===== config.mk =====
export PLATFORM = sky130hd
export DESIGN_NAME = mem_port_arbiter_flat
export DESIGN_NICKNAME = d
export VERILOG_FILES = /design/src/rtl/mem_port_arbiter_if.sv /design/src/rtl/mem_port_arbiter.sv /design/src/flat_wrapper.sv
export SDC_FILE = /design/constraint.sdc
export NUM_CORES = 1
export LEC_CHECK = 0
export ABC_AREA = 1
export BUFFER_PORTS_ARGS = -buffer_cell sky130_fd_sc_hd__buf_4
export CAP_MARGIN = 5
export CORE_UTILIZATION = 39
export CTS_CLUSTER_SIZE = 24
export DETAILED_ROUTE_END_ITERATION = 7
export PLACE_DENSITY = 0.86
export SYNTH_ARGS = -nofsm -noshare
export SYNTH_HDL_FRONTEND = slang
export SYNTH_SLANG_ARGS = --single-unit

===== constraint.sdc =====
create_clock -name clk -period 1.5 [get_ports clk]
set_input_delay 0.3 -clock clk [delete_from_list [all_inputs] [get_ports clk]]
set_output_delay 0.3 -clock clk [all_outputs]
set_load 0.1 [all_outputs]

===== src/rtl/mem_port_arbiter_if.sv =====
// Bus bundle between the IF/MEM pipeline stages, the shared memory and the
// mem_port_arbiter; the arbiter connects through the slave modport.
interface mem_port_arbiter_if #(
  parameter int unsigned MEM_AW = 10
);
  logic              if_req;
  logic [31:0]       if_addr;
  logic              if_gnt;
  logic              if_rvalid;
  logic [31:0]       if_rdata;

  logic              dm_req;
  logic              dm_we;
  logic [31:0]       dm_addr;
  logic [31:0]       dm_wdata;
  logic              dm_gnt;
  logic              dm_rvalid;
  logic [31:0]       dm_rdata;

  logic              mem_en;
  logic              mem_we;
  logic [MEM_AW-1:0] mem_addr;
  logic [31:0]       mem_wdata;
  logic [31:0]       mem_rdata;

  logic              err_misaligned;
  logic              err_range;

  modport slave (
    input  if_req, if_addr, dm_req, dm_we, dm_addr, dm_wdata, mem_rdata,
    output if_gnt, if_rvalid, if_rdata, dm_gnt, dm_rvalid, dm_rdata,
    output mem_en, mem_we, mem_addr, mem_wdata, err_misaligned, err_range
  );

  modport master (
    output if_req, if_addr, dm_req, dm_we, dm_addr, dm_wdata, mem_rdata,
    input  if_gnt, if_rvalid, if_rdata, dm_gnt, dm_rvalid, dm_rdata,
    input  mem_en, mem_we, mem_addr, mem_wdata, err_misaligned, err_range
  );
endinterface


===== src/rtl/mem_port_arbiter.sv =====
// Arbitrates the single-ported unified memory between instruction fetch and data
// access, with IF aging. Optional grant/conflict counters under MEM_ARB_STATS_EN.
module mem_port_arbiter #(
  parameter int unsigned MEM_AW       = 10,
  parameter int unsigned STARVE_LIMIT = 3
) (
  input  logic               clk,
  input  logic               reset,
  mem_port_arbiter_if.slave  bus
`ifdef MEM_ARB_STATS_EN
  ,
  input  logic               stat_clear,
  output logic [31:0]        stat_if_grants,
  output logic [31:0]        stat_dm_grants,
  output logic [31:0]        stat_conflicts
`endif
);

  localparam int unsigned CW = (STARVE_LIMIT < 1) ? 1 : $clog2(STARVE_LIMIT + 1);
  localparam int unsigned HI = MEM_AW + 2;

  typedef enum logic [1:0] {
    OWN_NONE = 2'd0,
    OWN_IF   = 2'd1,
    OWN_DM   = 2'd2
  } owner_t;

  owner_t        owner;
  logic          owner_zero;
  logic [CW-1:0] starve_cnt;
  logic [31:0]   if_rdata_q;
  logic [31:0]   dm_rdata_q;
  logic          err_mis_q;
  logic          err_rng_q;

  logic          if_win;
  logic          dm_win;
  logic          grant_any;
  logic [31:0]   sel_addr;
  logic          sel_we;
  logic          sel_mis;
  logic          sel_rng;
  logic          if_ret;
  logic          dm_ret;
  logic [31:0]   ret_data;

  // Data wins by default; an aged fetch overrides it. No grants during reset.
  always_comb begin
    if_win = 1'b0;
    dm_win = 1'b0;
    if (!reset) begin
      if_win = bus.if_req && (!bus.dm_req || (starve_cnt >= CW'(STARVE_LIMIT)));
      dm_win = bus.dm_req && !if_win;
    end
  end

  always_comb begin
    grant_any = if_win | dm_win;
    sel_addr  = if_win ? bus.if_addr : bus.dm_addr;
    sel_we    = dm_win & bus.dm_we;
    sel_mis   = |sel_addr[1:0];
    sel_rng   = (sel_addr >> HI) != 32'd0;
  end

  // Out-of-range accesses are granted but never reach the memory.
  assign bus.if_gnt    = if_win;
  assign bus.dm_gnt    = dm_win;
  assign bus.mem_en    = grant_any & ~sel_rng;
  assign bus.mem_we    = sel_we & ~sel_rng;
  assign bus.mem_addr  = sel_addr[HI-1:2];
  assign bus.mem_wdata = bus.dm_wdata;

  // Return path: live memory data in the cycle after a read grant, else the held copy.
  always_comb begin
    if_ret   = (owner == OWN_IF) && !reset;
    dm_ret   = (owner == OWN_DM) && !reset;
    ret_data = owner_zero ? 32'h0 : bus.mem_rdata;
  end

  assign bus.if_rvalid      = if_ret;
  assign bus.dm_rvalid      = dm_ret;
  assign bus.if_rdata       = if_ret ? ret_data : if_rdata_q;
  assign bus.dm_rdata       = dm_ret ? ret_data : dm_rdata_q;
  assign bus.err_misaligned = err_mis_q;
  assign bus.err_range      = err_rng_q;

  always_ff @(posedge clk) begin
    if (reset) begin
      owner      <= OWN_NONE;
      owner_zero <= 1'b0;
      starve_cnt <= '0;
      if_rdata_q <= 32'h0;
      dm_rdata_q <= 32'h0;
      err_mis_q  <= 1'b0;
      err_rng_q  <= 1'b0;
    end else begin
      if (if_ret) if_rdata_q <= ret_data;
      if (dm_ret) dm_rdata_q <= ret_data;

      if (if_win)                     owner <= OWN_IF;
      else if (dm_win && !bus.dm_we)  owner <= OWN_DM;
      else                            owner <= OWN_NONE;
      owner_zero <= sel_rng;

      if (bus.if_req && !if_win) begin
        if (starve_cnt < CW'(STARVE_LIMIT)) starve_cnt <= starve_cnt + CW'(1);
      end else begin
        starve_cnt <= '0;
      end

      if (grant_any && sel_mis) err_mis_q <= 1'b1;
      if (grant_any && sel_rng) err_rng_q <= 1'b1;
    end
  end

`ifdef MEM_ARB_STATS_EN
  // Free-running wrap-around counters; reset beats stat_clear.
  always_ff @(posedge clk) begin
    if (reset || stat_clear) begin
      stat_if_grants <= 32'h0;
      stat_dm_grants <= 32'h0;
      stat_conflicts <= 32'h0;
    end else begin
      if (if_win)                    stat_if_grants <= stat_if_grants + 32'd1;
      if (dm_win)                    stat_dm_grants <= stat_dm_grants + 32'd1;
      if (bus.if_req && bus.dm_req)  stat_conflicts <= stat_conflicts + 32'd1;
    end
  end
`endif

endmodule

===== src/flat_wrapper.sv =====
// flat-port wrapper written by rule: the top's interface ports become plain ports
module mem_port_arbiter_flat 
#(
  parameter int unsigned MEM_AW       = 10,
  parameter int unsigned STARVE_LIMIT = 3
)
  (clk, reset, bus_if_req, bus_if_addr, bus_dm_req, bus_dm_we, bus_dm_addr, bus_dm_wdata, bus_mem_rdata, bus_if_gnt, bus_if_rvalid, bus_if_rdata, bus_dm_gnt, bus_dm_rvalid, bus_dm_rdata, bus_mem_en, bus_mem_we, bus_mem_addr, bus_mem_wdata, bus_err_misaligned, bus_err_range);
  mem_port_arbiter_if #(.MEM_AW(MEM_AW)) bus_i ();
  input  logic clk;
  input  logic reset;
  input wire logic [$bits(bus_i.if_req)-1:0] bus_if_req;
  input wire logic [$bits(bus_i.if_addr)-1:0] bus_if_addr;
  input wire logic [$bits(bus_i.dm_req)-1:0] bus_dm_req;
  input wire logic [$bits(bus_i.dm_we)-1:0] bus_dm_we;
  input wire logic [$bits(bus_i.dm_addr)-1:0] bus_dm_addr;
  input wire logic [$bits(bus_i.dm_wdata)-1:0] bus_dm_wdata;
  input wire logic [$bits(bus_i.mem_rdata)-1:0] bus_mem_rdata;
  output wire logic [$bits(bus_i.if_gnt)-1:0] bus_if_gnt;
  output wire logic [$bits(bus_i.if_rvalid)-1:0] bus_if_rvalid;
  output wire logic [$bits(bus_i.if_rdata)-1:0] bus_if_rdata;
  output wire logic [$bits(bus_i.dm_gnt)-1:0] bus_dm_gnt;
  output wire logic [$bits(bus_i.dm_rvalid)-1:0] bus_dm_rvalid;
  output wire logic [$bits(bus_i.dm_rdata)-1:0] bus_dm_rdata;
  output wire logic [$bits(bus_i.mem_en)-1:0] bus_mem_en;
  output wire logic [$bits(bus_i.mem_we)-1:0] bus_mem_we;
  output wire logic [$bits(bus_i.mem_addr)-1:0] bus_mem_addr;
  output wire logic [$bits(bus_i.mem_wdata)-1:0] bus_mem_wdata;
  output wire logic [$bits(bus_i.err_misaligned)-1:0] bus_err_misaligned;
  output wire logic [$bits(bus_i.err_range)-1:0] bus_err_range;
  assign bus_i.if_req = bus_if_req;
  assign bus_i.if_addr = bus_if_addr;
  assign bus_i.dm_req = bus_dm_req;
  assign bus_i.dm_we = bus_dm_we;
  assign bus_i.dm_addr = bus_dm_addr;
  assign bus_i.dm_wdata = bus_dm_wdata;
  assign bus_i.mem_rdata = bus_mem_rdata;
  assign bus_if_gnt = bus_i.if_gnt;
  assign bus_if_rvalid = bus_i.if_rvalid;
  assign bus_if_rdata = bus_i.if_rdata;
  assign bus_dm_gnt = bus_i.dm_gnt;
  assign bus_dm_rvalid = bus_i.dm_rvalid;
  assign bus_dm_rdata = bus_i.dm_rdata;
  assign bus_mem_en = bus_i.mem_en;
  assign bus_mem_we = bus_i.mem_we;
  assign bus_mem_addr = bus_i.mem_addr;
  assign bus_mem_wdata = bus_i.mem_wdata;
  assign bus_err_misaligned = bus_i.err_misaligned;
  assign bus_err_range = bus_i.err_range;
  mem_port_arbiter #(.MEM_AW(MEM_AW), .STARVE_LIMIT(STARVE_LIMIT)) u_core (.clk(clk), .reset(reset), .bus(bus_i));
endmodule

* After elaboration in Yosys (flattened, before gate mapping)
Index checks and enable logic that the tools add are counted.
Storage, ports and cells: bits in registers 71, input bits 133, output and inout port bits 114, word-level logic and storage cells 45
Operators by class: add/sub/neg operators 1, magnitude comparators 2, equality and inequality tests 2, muxes and demuxes 8, bitwise gates (word level) 6, reduce and logical (&&, ||, !) cells 18
Operators with widths (count):
- $mux 32 | 4
- $reduce_bool 32->1 | 1
- $logic_and 1x1->1 | 8
- $reduce_or 2->1 | 3
- $logic_not 1->1 | 5
- $and 1x1->1 | 3
- $mux 1 | 3
- $add 2x1->2 const B | 1
- $eq 2x1->1 const B | 1
- $eq 2x2->1 const B | 1
- $ge 2x2->1 const B | 1
- $lt 2x2->1 const B | 1
- $mux 2 | 1
- $not 1->1 | 2
- $logic_or 1x1->1 | 1
- $or 1x1->1 | 1

* Longest topological paths before layout
depth in word-level cells 9, mapped depth 9, mapped depth without buffers 9

* Worst setup path before layout
No wires, ideal clock.
path kind flip-flop to output port, from register u_core.starve_cnt[0], to output port bus_mem_we, arrival time 2828 ps, data required time 1200 ps, slack -1628 ps, stages on the path, launching flop included 9, cells stage by stage dfxtp_1 -> ha_1 -> inv_1 -> nand2_1 -> nand2_1 -> nand3_1 -> inv_1 -> nand2_1 -> nor2_1
On the way: cells in the longest elaborated chain, start to end 8, elaborated cells on any way between the ends 12
RTL lines:
- from (decl) | line mem_port_arbiter.sv:30 | logic [CW-1:0] starve_cnt;
- from (signal assigned) | line mem_port_arbiter.sv:106 | if (starve_cnt < CW'(STARVE_LIMIT)) starve_cnt <= starve_cnt + CW'(1);
- $ge 2x2->1 | line mem_port_arbiter.sv:52 | if_win = bus.if_req && (!bus.dm_req || (starve_cnt >= CW'(STARVE_LIMIT)));
- $logic_or 1x1->1 | line mem_port_arbiter.sv:52
- $logic_and 1x1->1 | line mem_port_arbiter.sv:52
- $logic_not 1->1 | line mem_port_arbiter.sv:53 | dm_win = bus.dm_req && !if_win;
- $logic_and 1x1->1 | line mem_port_arbiter.sv:53
- $mux 1 | line mem_port_arbiter.sv:51 | if (!reset) begin
- via bus_dm_gnt | line flat_wrapper.sv:21 | output wire logic [$bits(bus_i.dm_gnt)-1:0] bus_dm_gnt;
- $and 1x1->1 | line mem_port_arbiter.sv:60 | sel_we = dm_win & bus.dm_we;
- $and 1x1->1 | line mem_port_arbiter.sv:69 | assign bus.mem_we = sel_we & ~sel_rng;
- to (decl) | line flat_wrapper.sv:25 | output wire logic [$bits(bus_i.mem_we)-1:0] bus_mem_we;
The timed path passes the listed nets, and every way through them passes these cells.

* Final worst setup path
from register u_core.owner[0], to output port bus_dm_rdata[31]
On the way: cells in the longest elaborated chain, start to end 3
RTL lines:
- from (decl) | line mem_port_arbiter.sv:28 | owner_t owner;
- from (signal assigned) | line mem_port_arbiter.sv:89 | owner <= OWN_NONE;
- from (signal assigned) | line mem_port_arbiter.sv:100 | if (if_win) owner <= OWN_IF;
- from (signal assigned) | line mem_port_arbiter.sv:101 | else if (dm_win && !bus.dm_we) owner <= OWN_DM;
- $eq 2x2->1 | line mem_port_arbiter.sv:76 | dm_ret = (owner == OWN_DM) && !reset;
- $logic_and 1x1->1 | line mem_port_arbiter.sv:76
- $mux 32 | line mem_port_arbiter.sv:83 | assign bus.dm_rdata = dm_ret ? ret_data : dm_rdata_q;
- to (decl) | line flat_wrapper.sv:23 | output wire logic [$bits(bus_i.dm_rdata)-1:0] bus_dm_rdata;
No other way between the ends.

==> flow_summary_export.csv <==
group,metric,value,unit
synth,synth_cell_types,22,
cells_and_area,final_cell_mix,"buf_4 (213), buf_12 (91), inv_1 (77)",
grt,overflow,0,
worst_setup_path,worstRegToRegCells,10,
cells_and_area,mostFrequentLayoutCell,"buf_4",
pwr,vdd_drop_max,0.659,mV
routing,first_iter_violations,646,
worst_hold_path,holdPathStages,2,
clock_network,cts_root_buf,"clkbuf_8",
sta,worst_slack,-0.773,ns
pwr,leakagePower,0.00428,uW
job,drv_cap,0,
routing,drtPass1Iterations,6,
grt,grt_max_degree,45,
floorplanning,initial_utilization,40.1,%
floorplanning,io_pins,247,
cells_and_area,finalInstanceArea,0.00941,mm2
placement,place_congestion,0.901,
placement,port_buffers,182,
sta,finalCriticalPeriod,2.27,ns
clock_network,cts_buffers,9,
routing,wl,29300,um
pwr,total_power,6830,uW
clock_network,cts_max_level,3,
worst_setup_path,worstSetupEndpointType,"output pin",
sta,tightest_slew,0.589,ns
synth,syn_inst,613,
worst_hold_path,min_to,"u_core.owner[1]",
worst_setup_path,reg2reg_to,"u_core.if_rdata_q[6]",
floorplanning,rows,36,
worst_setup_path,critical_path.max_fanout,5,
clock_network,clk_pin_slew_worst_paths,0.09,ns
synth,ys_seq_elements,71,
sta,fmax,440,MHz
synth,ys_warn_count,0,
worst_setup_path,r2r-start,"u_core.owner[1]",
status,status,"finished with violations",
sta,finalHoldViolations,0,
floorplanning,die_h,102,um
placement,dp.cells,959,
synth,synth_xor_area_share,0.223,%
cells_and_area,fin_cells,1043,
grt,grt_pass1_vias,5988,
clock_network,ctsLongestPathBuffers,2,
routing,avgViaCountPerCell,5.99,
synth,synthAdderAreaFrac,0.319,%
sta,timing.final.crit_share,152,%
placement,dp_slack,-0.403,ns
worst_setup_path,startpoint_type,"flop",
sta,max_slew_margin,60.7,%
clock_network,cts_tree,"yes",
cells_and_area,area_delta_synth_final,140,%
clock_network,clock_latency,0.37,ns
cells_and_area,final-seq-area,0.00143,mm2
floorplanning,core_area,0.00977,mm2
synth,synth_seq_area_share,36.3,%
synth,synthMuxAreaShare,0,%
cells_and_area,fill_cells,199,
routing,antenna_left,0,
worst_setup_path,criticalPathCategory,"reg2out",
synth,synth_compound_area_share,14.6,%
synth,synth.avg_cell_area,6.39,um2
status,violations,"setup timing",
grt,grt_pass1_wl,32900,um
sta,skew,0.00702,ns
placement,place_area,0.00669,mm2
routing,via_count,6249,
floorplanning,fp.dieW,102,um
sta,drv_slew,0,
routing,drcViolationCount,0,
cells_and_area,multi_input_area,0.00296,mm2
grt,grt.total_usage,43.1,%
pwr,powerDensity,726,mW/mm2
floorplanning,dieArea,0.0105,mm2
cells_and_area,nets,1038,
worst_hold_path,hp-class,"in2reg",
cells_and_area,final_util,96.3,%
grt,antenna_found_initial,2,
synth,syn-num-nets,747,
synth,synth_top_family_by_area,"simple AND/OR/NAND/NOR gates",
worst_setup_path,required,1.20,ns
synth,synthSimpleGateAreaFrac,25.2,%
sta,rsz0062_at_grt,"true",
synth,syn_area,0.00392,mm2
sta,finalSetupViolCount,102,
cells_and_area,drive_above_1_share,67.0,%
worst_setup_path,ff2ff_setup_slack,-0.16,ns
worst_hold_path,min-delay-start,"bus_dm_we",
routing,avgRoutedWirePerCell,28.1,um
placement,dpl.hpwl,10600,um
worst_setup_path,worst_ep_arrival_time,1.97,ns
clock_network,cts_sinks,71,
==> critical path, stage by stage, from the launching register on <==
cell	delay, ns
dfxtp_4	0.38
nor3_4	0.28
inv_4	0.14
buf_12	0.16
nand2_1	0.12
inv_2	0.08
a21oi_4	0.22
buf_12	0.21
==> cells in the mapped netlist, drive strengths merged <==
master,number,share of area (%)
a211oi,32,6.1
a21oi,34,4.3
and2,3,0.48
buf,45,7.8
clkbuf,15,1.4
dfxtp,71,36
ha,1,0.32
inv,148,14
nand2,121,12
nand3,8,1.1
nor2,68,6.5
nor3,2,0.38
o21ai,32,4.1
or2,32,5.1
xor2,1,0.22
==> metrics by stage <==
| step | hold WS [ns] | TNS, ns |
|---|---|---|
| after detailed placement | 0.446 | -21.63 |
| final | 0.131 | -49.70 |
| after global routing | 0.0910 | -55.28 |
| after global placement | 0.443 | -19.49 |
| after CTS | 0.112 | -37.50 |
| after floorplan | 0.365 | -13.42 |
==> repair_timing <==
action / 4_1_cts / 5_1_grt
gates cloned: 5 / 6
buffers inserted: 35 / 26
setup endpoints to repair: 80 / 110
pin swaps: 9 / 11
gates resized for setup: 387 / 99
hold buffers: 0 / 0
==> cell type report <==
class	instances	area share (%)
Sequential cell	71	15.2
Tap cell	133	1.77
Timing Repair Buffer	340	42.1
Inverter	148	7.28
Multi-Input combinational cell	334	31.5
Clock inverter	5	0.611
Clock buffer	11	1.50
Antenna cell	1	0.0266
==> logic make-up (layout without fill, tap and decap cells) <==
kind of cell	Yosys count	count (layout)
AND/OR/NAND/NOR	234	234
buffers and inverters	208	504
AO/OA/AOI/OAI	98	98
flip-flops	71	71
adder cells (fa/ha/maj)	1	1
XOR/XNOR	1	1
other	0	1
==> sequential cells by signal (all words and copies together) (netlist names) <==
name and count:
u_core.bus.err_range 1, u_core.owner 2, u_core.owner_zero 1, u_core.if_rdata_q 32, u_core.starve_cnt 2, u_core.dm_rdata_q 32
u_core.bus.err_misaligned 1
==> how the worst max path moves through the flow <==
stage               slack, ns               end                  from
detailed placement      -0.40        bus_mem_en  u_core.starve_cnt[0]
finish                  -0.77  bus_dm_rdata[31]       u_core.owner[0]
global placement        -0.40        bus_mem_en  u_core.starve_cnt[1]
CTS                     -0.57        bus_mem_en  u_core.starve_cnt[1]
floorplan               -0.52        bus_mem_we  u_core.starve_cnt[0]
global route            -0.86  bus_dm_rdata[31]       u_core.owner[0]
==> routing by layer <==
metal  global-route usage [%]  vias to the layer above  wire length [um]
met2                     77.6                      725             13400
li1                         -                     2379                 -
met4                     32.5                        0              3550
met3                     16.9                      326              3550
met5                     3.37                        -                 0
met1                     38.5                     2819              8800
==> where the power goes <==
group          total, uW  internal, uW  switching, uW
Combinational       3080          1180           1900
Sequential          1990          1950           40.7
Clock               1760           814            942
Power figures use the tool's default switching activity.
